<file path="src/rtl/p2s_pkg.sv">
// Shared constants for the 4-lane parallel-to-serial sequencer: link bytes,
// FSM encoding and bit-period rate codes.
package p2s_pkg;

    localparam int          WIDTH      = 8;
    localparam logic [7:0]  SYNC_BYTE  = 8'hBC;
    localparam logic [7:0]  IDLE_BYTE  = 8'h7C;
    localparam int          SYNC_WORDS = 4;

    typedef enum logic {
        ST_SYNC = 1'b0,
        ST_RUN  = 1'b1
    } state_e;

    localparam logic [1:0] RATE_DIV1 = 2'd0;
    localparam logic [1:0] RATE_DIV2 = 2'd1;
    localparam logic [1:0] RATE_DIV4 = 2'd2;
    localparam logic [1:0] RATE_DIV8 = 2'd3;

    // Last prescaler count of a bit period, i.e. (1 << rate) - 1.
    function automatic logic [2:0] rate_last(input logic [1:0] rate);
        logic [2:0] last;
        case (rate)
            RATE_DIV1: last = 3'd0;
            RATE_DIV2: last = 3'd1;
            RATE_DIV4: last = 3'd3;
            default:   last = 3'd7;
        endcase
        return last;
    endfunction

endpackage

</file>
<file path="src/rtl/p2s_tick_gen_cond.sv">
// Bit-period prescaler. The rate is latched only on load cycles so a word is
// always serialised at a single rate.
module p2s_tick_gen_cond
    import p2s_pkg::*;
(
    input  logic       CLK,
    input  logic       RESET,
    input  logic [1:0] IN_RATE,
    input  logic       load,
    output logic       tick
);

    logic [2:0] pcnt_q, pcnt_d;
    logic [1:0] lrate_q, lrate_d;

    assign tick = (pcnt_q == rate_last(lrate_q));

    always_comb begin
        pcnt_d  = tick ? 3'd0 : pcnt_q + 3'd1;
        lrate_d = load ? IN_RATE : lrate_q;
    end

    always_ff @(posedge CLK) begin
        if (RESET) begin
            pcnt_q  <= 3'd0;
            lrate_q <= RATE_DIV1;
        end else begin
            pcnt_q  <= pcnt_d;
            lrate_q <= lrate_d;
        end
    end

endmodule

</file>
<file path="src/rtl/p2s_ctrl_cond.sv">
// Sequencer for the 4-lane parallel-to-serial datapath: sync preamble, word
// handshake, idle fill and MSB-first bit select.
module p2s_ctrl_cond
    import p2s_pkg::*;
#(
    parameter logic [7:0] P_SYNC_BYTE  = SYNC_BYTE,
    parameter logic [7:0] P_IDLE_BYTE  = IDLE_BYTE,
    parameter int         P_SYNC_WORDS = SYNC_WORDS
) (
    input  logic                 CLK,
    input  logic                 RESET,
    input  logic [1:0]           IN_RATE_p2s,
    input  logic                 IN_VALID_p2s,
    input  logic [4*WIDTH-1:0]   IN_DATA_p2s,
    output logic                 OUT_READY_p2s,
    output logic                 OUT_ENB_p2s,
    output logic [WIDTH-1:0]     OUT_D3_p2s,
    output logic [WIDTH-1:0]     OUT_D2_p2s,
    output logic [WIDTH-1:0]     OUT_D1_p2s,
    output logic [WIDTH-1:0]     OUT_D0_p2s,
    output logic [2:0]           OUT_CTR_p2s,
    output logic                 OUT_LINK_UP_p2s
);

    localparam int SCNT_W = $clog2(P_SYNC_WORDS + 1);

    state_e              state_q, state_d;
    logic [2:0]          ctr_q, ctr_d;
    logic [SCNT_W-1:0]   scnt_q, scnt_d;
    logic                link_up_q, link_up_d;
    logic                tick, load;

    p2s_tick_gen_cond u_tick (
        .CLK     (CLK),
        .RESET   (RESET),
        .IN_RATE (IN_RATE_p2s),
        .load    (load),
        .tick    (tick)
    );

    // A load cycle is the tick that follows the LSB; reset state makes the
    // very first cycle one.
    assign load = tick && (ctr_q == 3'd0);

    always_comb begin
        state_d = state_q;
        scnt_d  = scnt_q;
        ctr_d   = ctr_q;
        if (load)
            ctr_d = 3'd7;
        else if (tick)
            ctr_d = ctr_q - 3'd1;
        if (load && state_q == ST_SYNC) begin
            scnt_d = scnt_q + SCNT_W'(1);
            if (scnt_q == SCNT_W'(P_SYNC_WORDS - 1))
                state_d = ST_RUN;
        end
        link_up_d = (state_d == ST_RUN);
    end

    always_ff @(posedge CLK) begin
        if (RESET) begin
            state_q   <= ST_SYNC;
            ctr_q     <= 3'd0;
            scnt_q    <= '0;
            link_up_q <= 1'b0;
        end else begin
            state_q   <= state_d;
            ctr_q     <= ctr_d;
            scnt_q    <= scnt_d;
            link_up_q <= link_up_d;
        end
    end

    always_comb begin
        OUT_D3_p2s = '0;
        OUT_D2_p2s = '0;
        OUT_D1_p2s = '0;
        OUT_D0_p2s = '0;
        if (load) begin
            if (state_q == ST_SYNC) begin
                OUT_D3_p2s = P_SYNC_BYTE;
                OUT_D2_p2s = P_SYNC_BYTE;
                OUT_D1_p2s = P_SYNC_BYTE;
                OUT_D0_p2s = P_SYNC_BYTE;
            end else if (IN_VALID_p2s) begin
                OUT_D3_p2s = IN_DATA_p2s[4*WIDTH-1:3*WIDTH];
                OUT_D2_p2s = IN_DATA_p2s[3*WIDTH-1:2*WIDTH];
                OUT_D1_p2s = IN_DATA_p2s[2*WIDTH-1:WIDTH];
                OUT_D0_p2s = IN_DATA_p2s[WIDTH-1:0];
            end else begin
                OUT_D3_p2s = P_IDLE_BYTE;
                OUT_D2_p2s = P_IDLE_BYTE;
                OUT_D1_p2s = P_IDLE_BYTE;
                OUT_D0_p2s = P_IDLE_BYTE;
            end
        end
    end

    assign OUT_ENB_p2s     = load;
    assign OUT_READY_p2s   = load && (state_q == ST_RUN);
    assign OUT_CTR_p2s     = ctr_q;
    assign OUT_LINK_UP_p2s = link_up_q;

endmodule

</file>
<file path="config.mk">
export PLATFORM = sky130hd
export DESIGN_NAME = p2s_ctrl_cond
export DESIGN_NICKNAME = d
export VERILOG_FILES = /design/src/rtl/p2s_pkg.sv /design/src/rtl/p2s_tick_gen_cond.sv /design/src/rtl/p2s_ctrl_cond.sv
export SDC_FILE = /design/constraint.sdc
export NUM_CORES = 1
export LEC_CHECK = 0
export ABC_AREA = 1
export CAP_MARGIN = 20
export CELL_PAD_IN_SITES_DETAIL_PLACEMENT = 2
export CELL_PAD_IN_SITES_GLOBAL_PLACEMENT = 2
export CORE_MARGIN = 2
export CORE_UTILIZATION = 14
export CTS_BUF_LIST = sky130_fd_sc_hd__clkbuf_16
export CTS_CLUSTER_DIAMETER = 200
export CTS_CLUSTER_SIZE = 12
export DETAILED_ROUTE_END_ITERATION = 10
export PLACE_DENSITY_LB_ADDON = 0.15
export SYNTH_ARGS = -nofsm -noshare
export SYNTH_HDL_FRONTEND = slang
export SYNTH_SLANG_ARGS = --single-unit
</file>
<file path="constraint.sdc">
create_clock -name CLK -period 2.4 [get_ports CLK]
set_clock_uncertainty 0.1 [all_clocks]
set_input_delay 0.72 -clock CLK [delete_from_list [all_inputs] [get_ports CLK]]
set_output_delay 0.72 -clock CLK [all_outputs]
set_load 0.02 [all_outputs]
</file>
==> results of run 1 <==
synthesized netlist by cell type (all sizes together):
cell / count / share of area, %
nor2: 61 / 25
nand2: 26 / 11
inv: 25 / 9.8
a21oi: 12 / 7.8
dfxtp: 12 / 25
ha: 5 / 6.5
nand3: 5 / 3.1
o21ai: 5 / 3.4
buf: 4 / 2.7
nand4: 3 / 2.0
xor2: 2 / 1.8
clkbuf: 1 / 0.39
clkinv: 1 / 0.39
xnor2: 1 / 0.91
state kept, by name, summed over array words and instances (netlist names):
signal / count
u_tick.lrate_q: 2
OUT_LINK_UP_p2s: 1
OUT_CTR_p2s: 3
scnt_q: 3
u_tick.pcnt_q: 3
area by class of cell:
type	count	share of cell area [%]
clock buffer	3	3.19
multi-input combinational	120	33.9
sequential	12	10.6
tap	80	4.26
timing repair buffer	101	43.7
inverter	26	4.36
worst paths after layout:
kind / from / endpoint / cells past startpoint / slack [ns]
max: IN_DATA_p2s[31] / OUT_D3_p2s[7] / 4 / -0.02
max reg2reg: u_tick.lrate_q[1] / scnt_q[0] / 12 / 0.73
min reg2reg: u_tick.lrate_q[0] / u_tick.lrate_q[0] / 2 / 0.44
min: u_tick.lrate_q[0] / u_tick.lrate_q[0] / 2 / 0.44
worst reg2reg max path, stage by stage, from the launching register on:
cell     delay (ns)
dfxtp_4        0.36
inv_2          0.06
nand2_2        0.05
nand2_2        0.08
nand3_2        0.09
nor2_4         0.15
buf_4          0.13
buf_4          0.09
buf_4          0.14
nand3_1        0.14
nand2_1        0.09
inv_1          0.04
nor2_1         0.09
kinds of logic after synthesis:
kind of cell | after synthesis | share of synthesized area [%]
AO/OA/AOI/OAI | 17 | 11.2
buffers and inverters | 31 | 13.3
XOR/XNOR | 3 | 2.74
AND/OR/NAND/NOR | 95 | 41.2
flip-flops | 12 | 25.0
adder cells (fa/ha/maj) | 5 | 6.52
power by group through the flow:
stage               registers [mW]  logic, mW  clock network [mW]
floorplan                    0.336      0.959                   0
global placement             0.307       1.93                   0
detailed placement           0.311       1.95                   0
CTS                          0.314       2.02               0.322
global route                 0.328       2.56               0.336
finish                       0.318       2.37               0.308
per-stage QoR:
step / power [mW] / instance area [sq um]
floorplan: 1.29 / 1010
CTS: 2.65 / 2100
finish: 3.00 / 2350
detailed placement: 2.26 / 1990
global placement: 2.24 / 1990
global route: 3.23 / 2350
repair_timing:
action / 4_1_cts / 5_1_grt
resized for setup: 195 / 59
pin swaps: 2 / 6
gates cloned: 2 / 1
buffers inserted: 2 / 1
setup endpoints to repair: 34 / 34
layer usage:
metal | vias up | part of all wire, %
li1 | 694 | -
met3 | 4 | 4.3
met1 | 660 | 36
met2 | 37 | 58
met4 | 0 | 0.88
met5 | - | 0
==> metrics.csv, run 1 <==
metric;value;unit
grt_overflow;0;
outcome;finished with violations;
rsz0062_at_grt;yes;
multi_input_area;798;sq um
fmax;0.413;GHz
antenna_found_initial;0;
clkTransAtPathRegs;0.04;ns
final-hold-violation-count;0;
routabilityCongestion;0.670;
crit_family;buffers and inverters;
grtUsageMet3;2.76;%
place_hpwl;3570;microns
whs;0.438;ns
p_leak;1.09;nW
critPathCaptureType;primary output;
port_buffers;74;
setup_viol;6;
arrival;1.60;ns
die_width;86.8;microns
clock_sinks;12;
netlist_instances;163;
power_density;1280;nW/um^2
place_ws;-0.763;ns
detailroute.via_count;1395;
numCtsBuffers;3;
die-area;7530;sq um
drtIter0Drc;14;
finalNetCount;306;
finalSetupTns;-0.0332;ns
p_comb_share;79.2;%
p_int;1.60;mW
crit_slowest_cell;clkdlybuf4s50_1;
ys_seq_area_share;25.0;%
wire_per_inst;13.9;microns
fin_ws;-0.0208;ns
ys_ff_latch;12;
yosys_warnings;0;
fill_cells;785;
ant_nets;0;
ios;75;
crit_fanout;1;
cp_num_buf_inv;2;
coreArea;6720;sq um
insertion_delay;0.24;ns
cts_hold_buffers;0;
met2_usage;24.1;%
grt_pass1_wl;7210;microns
power_frac_clock;10.3;%
crit_chain;clkdlybuf4s50_1 > a21oi_1 > nor2_4 > buf_6;
viasPerCell;4.08;
top_usage_layer;met2;
fin_util;35.0;%
cts_root_buf;clkbuf_16;
drv_slew;0;
post-route-period-util;101;%
p_sw_share;46.7;%
stdcell_count;342;
required;1.58;ns
yosysUniqueCellTypes;23;
max_slew_margin;79.9;%
cts_tree;built;
p_seq_share;10.6;%
final-seq-area;249;sq um
timing.final.crit_period;2.42;ns
antennaDiodeCount;0;
cp-start-kind;input port;
final_cell_mix;clkdlybuf4s50_1, buf_4, buf_6;
synth_area;960;sq um
grt_util_met1;12.7;%
violations;setup timing;
maxCapViolCount;0;
initial_utilization;14.3;%
drive_above_1_share;48.1;%
die_h;86.8;microns
p_switching;1.40;mW
cts.htree.levels;1;
dp.cells;333;
drc_errors;0;
final_common_cell;clkdlybuf4s50_1;
syn_to_final_growth;145;%
syn_nets;205;
grt_pass1_vias;1553;
worstMarginPinSlew;0.301;ns
grt_usage;12.2;%
ctsLongestPathBuffers;2;
wl;4750;microns
max_stage_delay;0.40;ns
drtPass1Iterations;2;
crit_type;in -> out;
std_cell_rows;30;
grt_start_max_net_pins;15;
synth.avg_cell_area;5.89;sq um
ir_worst_vdd;620;uV
hold_path_class;reg -> reg;
Power figures use the tool's default switching activity.
==> inputs of run 2 (changes only) <==
--- a/config.mk
+++ b/config.mk
@@ -16,6 +16,7 @@
 export CTS_CLUSTER_SIZE = 12
 export DETAILED_ROUTE_END_ITERATION = 10
 export PLACE_DENSITY_LB_ADDON = 0.15
+export SKIP_LAST_GASP = 1
 export SYNTH_ARGS = -nofsm -noshare
 export SYNTH_HDL_FRONTEND = slang
 export SYNTH_SLANG_ARGS = --single-unit
==> run 2 against run 1 <==
Effect of this change:
- clock power is essentially flat
- flip-flop and latch count unchanged
- first-iteration DRC count increased by 64%
- via count shrank 0.29%
- die area is the same
- count of clock-buffer cells in the layout stayed put
- global-route usage about the same
- the run now ends clean
- total power is 2.0% lower
==> metrics.csv, run 2 (synthesis gave the netlist of run 1 again) <==
metric;value;unit;change
outcome;finished, final reports clean;;
grt_start_max_net_pins;15;;unchanged
p_leak;1.08;nW;-0.84%
fin_util;34.2;%;-0.84 points
drtPass1Iterations;4;;+2
drive_above_1_share;47.7;%;-0.38 points
stdcell_count;342;;unchanged
die_width;86.8;microns;unchanged
viasPerCell;4.07;;-0.29%
initial_utilization;14.3;%;unchanged
hold_path_class;reg -> reg;;
timing.final.crit_period;2.40;ns;-0.0213 ns
clkTransAtPathRegs;0.04;ns;about the same
ant_nets;0;;unchanged
clock_sinks;12;;unchanged
hold_path_end;u_tick.lrate_q[0];;
final-hold-violation-count;0;;unchanged
maxCapViolCount;0;;unchanged
drc_errors;0;;unchanged
cts_root_buf;clkbuf_16;;
ctsLongestPathBuffers;2;;unchanged
place_hpwl;3570;microns;unchanged
final-seq-area;249;sq um;unchanged
rsz0062_at_grt;yes;;
cp-start-kind;flop;;
antennaDiodeCount;0;;unchanged
final_common_cell;buf_4;;
holdPathStages;2;;unchanged
crit_type;reg -> out;;
wire_per_inst;13.9;microns;-0.11%
antenna_found_initial;0;;unchanged
finalPower;2.94;mW;-2.0%
max_slew_margin;79.4;%;-0.50 points
power_density;1280;nW/um^2;+0.43%
grt_pass1_vias;1550;;-0.19%
die-area;7530;sq um;unchanged
finalSetupTns;0;ns;+0.0332 ns
routabilityCongestion;0.670;;unchanged
insertion_delay;0.24;ns;about the same
dp.cells;333;;unchanged
r2r_cells;12;;unchanged
grt_pass1_wl;7190;microns;-0.29%
final_cell_mix;buf_4, clkdlybuf4s50_1, nor2_2;;
r2r_start;u_tick.lrate_q[1];;
ios;75;;unchanged
cts_tree;built;;
wl;4750;microns;-0.11%
drv_slew;0;;unchanged
crit_fanout;7;;+6
required;1.58;ns;about the same
cts_hold_buffers;0;;unchanged
coreArea;6720;sq um;unchanged
arrival;1.58;ns;-0.02 ns
fmax;0.417;GHz;+0.89%
die_h;86.8;microns;unchanged
regToRegSetupSlack;0.72;ns;about the same
grt_usage;12.2;%;-0.020 points
drtIter0Drc;23;;+9
setup_viol;0;;-6
ir_worst_vdd;580;uV;-6.5%
reg2reg_to;scnt_q[0];;
port_buffers;74;;unchanged
worstMarginPinSlew;0.308;ns;+0.00752 ns
multi_input_area;783;sq um;-1.9%
min_from;u_tick.lrate_q[0];;
std_cell_rows;30;;unchanged
numCtsBuffers;3;;unchanged
fill_cells;795;;+1.3%
detailroute.via_count;1391;;-0.29%
cts.htree.levels;1;;unchanged
finalNetCount;306;;unchanged
critPathCaptureType;primary output;;
post-route-period-util;100;%;-0.89 points
syn_to_final_growth;139;%;
grt_overflow;0;;unchanged
-- run 2: changes by cell type in the layout (fill, tap and decap cells not counted) --
cell     before  now
buf_4        30   41
nor2_2       21   24
nor2_4       17   15
a21oi_2       7    5
nor2_1       23   22
a21oi_1       5    7
buf_6        25   14
-- run 2: what timing repair did --
item	4_1_cts	5_1_grt
gates resized for setup	191	49
setup endpoints to repair	34	34
pin swaps	2	6
setup buffers	2	1
gates cloned	2	1
-- run 2: worst max path at each step --
stage                       from             to  slack, ns  depth (start not counted)
2_1_floorplan     OUT_CTR_p2s[0]  OUT_D0_p2s[4]      0.005                          7
3_3_place_gp        IN_VALID_p2s  OUT_D3_p2s[1]      -0.74                          6
3_5_place_dp        IN_VALID_p2s  OUT_D0_p2s[1]      -0.76                          6
4_1_cts        u_tick.lrate_q[1]  OUT_D0_p2s[7]      -0.03                          9
5_1_grt        u_tick.lrate_q[1]  OUT_D3_p2s[6]      -0.12                         10
6_report       u_tick.lrate_q[1]  OUT_D2_p2s[2]     0.0005                          9
-- run 2: critical path: stages (launching register included) --
cell	delay, ns
dfxtp_4	0.36
inv_2	0.06
nand2_2	0.05
nand2_2	0.08
nand3_2	0.09
nor2_4	0.15
nand2_4	0.13
clkbuf_16	0.21
nor2_4	0.09
buf_6	0.12
-- run 2: through the flow --
step | hold slack [ns] | cell area, sq um | setup WS [ns]
2_1_floorplan | 0.351 | 1010 | 0.00493
3_3_place_gp | 0.406 | 1990 | -0.735
3_5_place_dp | 0.441 | 1990 | -0.763
4_1_cts | 0.440 | 2090 | -0.0254
5_1_grt | 0.466 | 2300 | -0.118
6_report | 0.438 | 2300 | 0.000536
-- run 2: layout make-up --
| class | instances | area share (%) |
|---|---|---|
| Clock buffer | 3 | 3.27 |
| Inverter | 26 | 4.47 |
| Multi-Input combinational cell | 120 | 34.1 |
| Sequential cell | 12 | 10.8 |
| Tap cell | 80 | 4.36 |
| Timing Repair Buffer | 101 | 42.9 |
-- run 2: power breakdown --
group	switching, mW	internal, mW
clock	0.0909	0.218
sequential	0.0488	0.269
combinational	1.24	1.07
-- run 2: per-layer routing --
metal  vias up  GRT usage, %  share of wire (%)
met3         4          2.76                4.1
met1       660          12.5                 38
met5         -             0                  0
met2        33          24.2                 57
met4         0          3.13               0.72
li1        694             -                  -
